**src/rtl/attack_board_parser_pkg.sv**
```systemverilog
// Shared constants, parser state enum and a character helper for the board-text blocks.
// Shared by the attack-display blocks and the board-text parsers.
package attack_board_parser_pkg;

  localparam logic [7:0] CHAR_SPACE = 8'h20;
  localparam logic [7:0] CHAR_CR    = 8'h0D;
  localparam logic [7:0] CHAR_LF    = 8'h0A;
  localparam logic [7:0] CHAR_TAB   = 8'h09;

  localparam int SIDE_WIDTH    = 8;
  localparam int BOARD_SQUARES = 64;

  typedef enum logic [1:0] {
    IDLE = 2'd0,
    RECV = 2'd1,
    DONE = 2'd2,
    ERR  = 2'd3
  } parse_state_t;

  function automatic logic [7:0] to_lower(input logic [7:0] c);
    return ((c >= 8'h41) && (c <= 8'h5A)) ? (c + 8'h20) : c;
  endfunction

endpackage

```
**src/rtl/attack_board_parser_classify.sv**
```systemverilog
// Combinational byte classifier: set square, clear square, whitespace or illegal.
// Zero latency; no flow control of its own.
module attack_char_classify
  import attack_board_parser_pkg::*;
#(
  parameter logic [7:0] SET_CHAR   = 8'h58,
  parameter logic [7:0] CLEAR_CHAR = 8'h2E,
  parameter bit         CASE_FOLD  = 1'b1
) (
  input  logic [7:0] ch,
  output logic       is_set,
  output logic       is_clear,
  output logic       is_space,
  output logic       is_illegal
);

  localparam logic [7:0] SET_LOWER = to_lower(SET_CHAR);

  always_comb begin
    is_set     = (ch == SET_CHAR) || (CASE_FOLD && (ch == SET_LOWER));
    // Set wins if the two parameters were ever configured to overlap.
    is_clear   = (ch == CLEAR_CHAR) && !is_set;
    is_space   = (ch == CHAR_SPACE) || (ch == CHAR_CR) ||
                 (ch == CHAR_LF)    || (ch == CHAR_TAB);
    is_illegal = !(is_set || is_clear || is_space);
  end

endmodule

```
**src/rtl/attack_board_parser.sv**
```systemverilog
// Rebuilds a 64-bit attack bitboard from its printed text form (first square = bit 56).
// Optional ATTACK_BOARD_POPCOUNT_EN adds attack_count; stalls input for one cycle in DONE/ERR.
module attack_board_parser
  import attack_board_parser_pkg::*;
#(
  parameter logic [7:0] SET_CHAR   = 8'h58,
  parameter logic [7:0] CLEAR_CHAR = 8'h2E,
  parameter bit         CASE_FOLD  = 1'b1
) (
  input  logic        clk,
  input  logic        reset,
  input  logic [7:0]  char_in,
  input  logic        char_valid,
  output logic        char_ready,
  output logic [63:0] bitboard,
  output logic        bitboard_valid,
  output logic        parse_error,
`ifdef ATTACK_BOARD_POPCOUNT_EN
  output logic [6:0]  attack_count,
`endif
  output logic        busy
);

  parse_state_t state, state_nxt;
  logic [63:0]  shadow, shadow_nxt;
  logic [5:0]   index, row_start;
  logic [2:0]   col;
  logic         is_set, is_clear, is_space, is_illegal;
  logic         accept, is_square, last_square;

  attack_char_classify #(
    .SET_CHAR   (SET_CHAR),
    .CLEAR_CHAR (CLEAR_CHAR),
    .CASE_FOLD  (CASE_FOLD)
  ) u_classify (
    .ch         (char_in),
    .is_set     (is_set),
    .is_clear   (is_clear),
    .is_space   (is_space),
    .is_illegal (is_illegal)
  );

  assign char_ready     = !reset && ((state == IDLE) || (state == RECV));
  assign accept         = char_valid && char_ready;
  assign is_square      = is_set || is_clear;
  // The 64th square is the last column of the bottom rank.
  assign last_square    = (row_start == 6'd0) && (col == 3'(SIDE_WIDTH - 1));
  assign bitboard_valid = (state == DONE);
  assign parse_error    = (state == ERR);
  assign busy           = (state == RECV);

  always_comb begin
    shadow_nxt        = shadow;
    shadow_nxt[index] = is_set;
  end

  always_comb begin
    state_nxt = state;
    case (state)
      IDLE: if (accept) begin
        if (is_illegal)     state_nxt = ERR;
        else if (is_square) state_nxt = RECV;
      end
      RECV: if (accept) begin
        if (is_illegal)                    state_nxt = ERR;
        else if (is_square && last_square) state_nxt = DONE;
      end
      DONE:    state_nxt = IDLE;
      ERR:     state_nxt = IDLE;
      default: state_nxt = IDLE;
    endcase
  end

`ifdef ATTACK_BOARD_POPCOUNT_EN
  logic [6:0] set_count;
`endif

  always_ff @(posedge clk) begin
    if (reset) begin
      state     <= IDLE;
      shadow    <= '0;
      bitboard  <= '0;
      index     <= 6'(BOARD_SQUARES - SIDE_WIDTH);
      row_start <= 6'(BOARD_SQUARES - SIDE_WIDTH);
      col       <= '0;
`ifdef ATTACK_BOARD_POPCOUNT_EN
      set_count    <= '0;
      attack_count <= '0;
`endif
    end else begin
      state <= state_nxt;
      if ((state == DONE) || (state == ERR)) begin
        shadow    <= '0;
        index     <= 6'(BOARD_SQUARES - SIDE_WIDTH);
        row_start <= 6'(BOARD_SQUARES - SIDE_WIDTH);
        col       <= '0;
`ifdef ATTACK_BOARD_POPCOUNT_EN
        set_count <= '0;
`endif
      end else if (accept && is_square) begin
        shadow <= shadow_nxt;
        if (col == 3'(SIDE_WIDTH - 1)) begin
          col       <= '0;
          row_start <= row_start - 6'(SIDE_WIDTH);
          index     <= row_start - 6'(SIDE_WIDTH);
        end else begin
          col   <= col + 3'd1;
          index <= index + 6'd1;
        end
`ifdef ATTACK_BOARD_POPCOUNT_EN
        set_count <= set_count + {6'd0, is_set};
`endif
        // Publish on the final square so bitboard is already valid while bitboard_valid is high.
        if (last_square) begin
          bitboard <= shadow_nxt;
`ifdef ATTACK_BOARD_POPCOUNT_EN
          attack_count <= set_count + {6'd0, is_set};
`endif
        end
      end
    end
  end

endmodule

```
**config.mk**
```make
export PLATFORM = sky130hd
export DESIGN_NAME = attack_board_parser
export DESIGN_NICKNAME = d
export VERILOG_FILES = /design/src/rtl/attack_board_parser_pkg.sv /design/src/rtl/attack_board_parser_classify.sv /design/src/rtl/attack_board_parser.sv
export SDC_FILE = /design/constraint.sdc
export NUM_CORES = 1
export LEC_CHECK = 0
export BUFFER_PORTS_ARGS = -buffer_cell sky130_fd_sc_hd__clkbuf_2
export CAP_MARGIN = 10
export CORE_MARGIN = 1.5
export CORE_UTILIZATION = 35
export CTS_BUF_LIST = sky130_fd_sc_hd__clkbuf_2
export DETAILED_ROUTE_END_ITERATION = 10
export MAX_ROUTING_LAYER = met4
export PLACE_DENSITY_LB_ADDON = 0.12
export SYNTH_ARGS = -nofsm -noshare
export SYNTH_HDL_FRONTEND = slang
export SYNTH_HIERARCHICAL = 1
export SYNTH_SLANG_ARGS = --single-unit
```
**constraint.sdc**
```tcl
create_clock -name clk -period 2.5 [get_ports clk]
set_input_delay 0.125 -clock clk [delete_from_list [all_inputs] [get_ports clk]]
set_output_delay 0.125 -clock clk [all_outputs]
set_load 0.01 [all_outputs]
```
==> key figures <==
Outcome
  • Status: completed

Cells and area
  • Final #Nets: 871
  • Most frequent cells in the layout: dfxtp_1, nor2_1, clkbuf_2
  • Fillers: 1900
  • Multi-input gate area in the final layout: 3490 um2
  • Share of layout cells above drive strength 1: 0.206
  • Sequential cell area: 2840 um2
  • Area delta synth->final: 15.9%
  • Commonest non-fill, non-tap cell in the layout: dfxtp_1

Clock network
  • TritonCTS clock tree: yes
  • CTS sink count: 142
  • Clock Latency Late Sink: 0.73 ns
  • Longest Clk Path Bufs: 2
  • Inserted Clock Buffers: 17
  • CTS root buf: clkbuf_2
  • CTS H-Tree Depth: 4
  • Clk pin slew, worst setup/hold paths: 0.20 ns

Die
  • Boundary Pins: 79
  • Initial Util: 0.359
  • Die area: 20200 um2
  • FP Rows: 50
  • Die width: 142 um
  • Core area: 18800 um2
  • Die Y: 142 um

Min path
  • Hold Crit Class: in -> reg
  • Hold path cells: 5

STA
  • Final worst-path setup slack: 0.124 ns
  • F_max: 421 MHz
  • Clock Skew: 0.0306 ns
  • Min cycle time layout: 2.38 ns
  • Final hold violations: 0
  • Final slew viol count: 0
  • # setup viols final: 0
  • Final worst path period share: 0.950
  • Slew margin rel.: 0.398
  • Slew @ Worst Pin: 0.903 ns

Route
  • DRT iter0 DRCs: 466
  • Pre-antenna DRT Iters: 5
  • Vias: 6198
  • DRC viols: 0
  • Via/cell ratio: 5.49
  • Final ANT Viol Nets: 0
  • Avg WL per Cell: 18.7 um
  • Final Routed Wirelength: 21.1 mm

Pwr
  • Share of power burned in registers: 0.569
  • Int Power: 3050 uW
  • Comb power frac: 0.027
  • Sw frac: 0.237
  • Max VDD drop: 0.000327 V
  • P_leak: 0.00251 uW
  • NetSw: 946 uW
  • Clock Power Share: 0.404
  • P per Cell Area: 510 nW/um2
  • Total power draw: 4000 uW

Global routing
  • Global route total overflow: 0
  • Tot GR Track Use: 0.212
  • Largest net degree at the start of global routing: 129
  • Vias in the first global route: 5895
  • Initial antenna violation count: 1
  • Global-route wire length before repair: 32.1 mm

Synth
  • Synth warn: 6
  • Syn Std Cell Area: 6770 um2
  • Syn Inst Count: 799
  • Mapped Nets: 815
  • Mapped Avg Cell Area: 8.47 um2

Placed design
  • Setup slack after placement: 0.296 ns
  • Hpwl dp: 12.2 mm
  • Port bufs: 78
  • GPL Wtd Cong: 0.797

Setup path
  • Worst setup startpoint: col[0]
  • Crit path kind: reg -> reg
  • Worst reg-to-reg path cell count: 8
  • Reg2reg setup slack: 0.12 ns
  • Worst Path Required: 3.17 ns
  • Crit end category: flop
  • CP Capture Point: state[1]
  • Worst r2r src: col[0]
  • CP max FO: 18
  • Worst EP arrival: 3.04 ns
  • Critical R2R Capture: state[1]
  • Crit path launch type: flop

Flow run
  • MaxCap Viol Count: 0
[power by group through the flow]
stage	Combinational (uW)	Clock, uW	Sequential, uW
global route	119	1760	2280
detailed placement	102	0	2320
finish	110	1620	2270
floorplan	61.9	0	2320
global placement	100	0	2320
CTS	109	1650	2270
[per-stage QoR]
step / instance area (um2) / setup TNS, ns / hold slack (ns) / util / std cells
3_3_place_gp: 7420 / 0 / 0.446 / 0.394 / 1084
6_report: 7840 / 0 / 0.113 / 0.416 / 1129
2_1_floorplan: 6770 / 0 / 0.292 / - / 799
5_1_grt: 7840 / -0.0227 / 0.0273 / 0.416 / 1129
4_1_cts: 7760 / 0 / 0.00351 / 0.412 / 1120
3_5_place_dp: 7420 / 0 / 0.457 / 0.394 / 1084
[flip-flops by register name (all words and copies together) (netlist names)]
signal     count
bitboard      64
shadow        64
index          6
col            3
row_start      3
state          2
[area by class of cell]
class | count | area share
antenna | 1 | 0.000319
inverter | 7 | 0.00335
multi-input combinational | 559 | 0.445
sequential | 142 | 0.363
timing repair buffer | 128 | 0.110
tap | 260 | 0.0415
clock inverter | 13 | 0.0249
clock buffer | 19 | 0.0121
[per-layer routing]
metal | vias up | track usage | part of all wire
met5 | - | - | 0
met4 | 0 | 0.0581 | 0.013
met3 | 19 | 0.0427 | 0.045
li1 | 2984 | - | -
met2 | 169 | 0.345 | 0.47
met1 | 3026 | 0.269 | 0.47
[worst max-delay path, stage by stage (launching register included)]
cell and delay [ns]:
dfxtp_1 0.40, ha_1 0.16, ha_1 0.16, o211ai_1 0.19, nor4_4 0.41, clkbuf_16 0.27, a22oi_1 0.08, dlygate4sd3_1 0.58
nor2_1 0.08
[worst min path at each step]
| stage | start | endpoint | slack [ns] |
|---|---|---|---|
| global placement | col[1] | col[1] | 0.45 |
| floorplan | char_valid | state[1] | 0.29 |
| detailed placement | col[1] | col[1] | 0.46 |
| global route | char_in[6] | state[0] | 0.03 |
| finish | char_in[6] | state[0] | 0.11 |
| CTS | char_in[6] | state[0] | 0.004 |
[timing repair]
action	CTS	global route
resized for setup	2	1
hold endpoints to repair	8	1
pin swaps	0	1
setup endpoints to repair	1	1
gates cloned	0	2
buffers inserted	0	5
hold buffers	4	1
No activity file was read; power rests on OpenSTA's default activity.
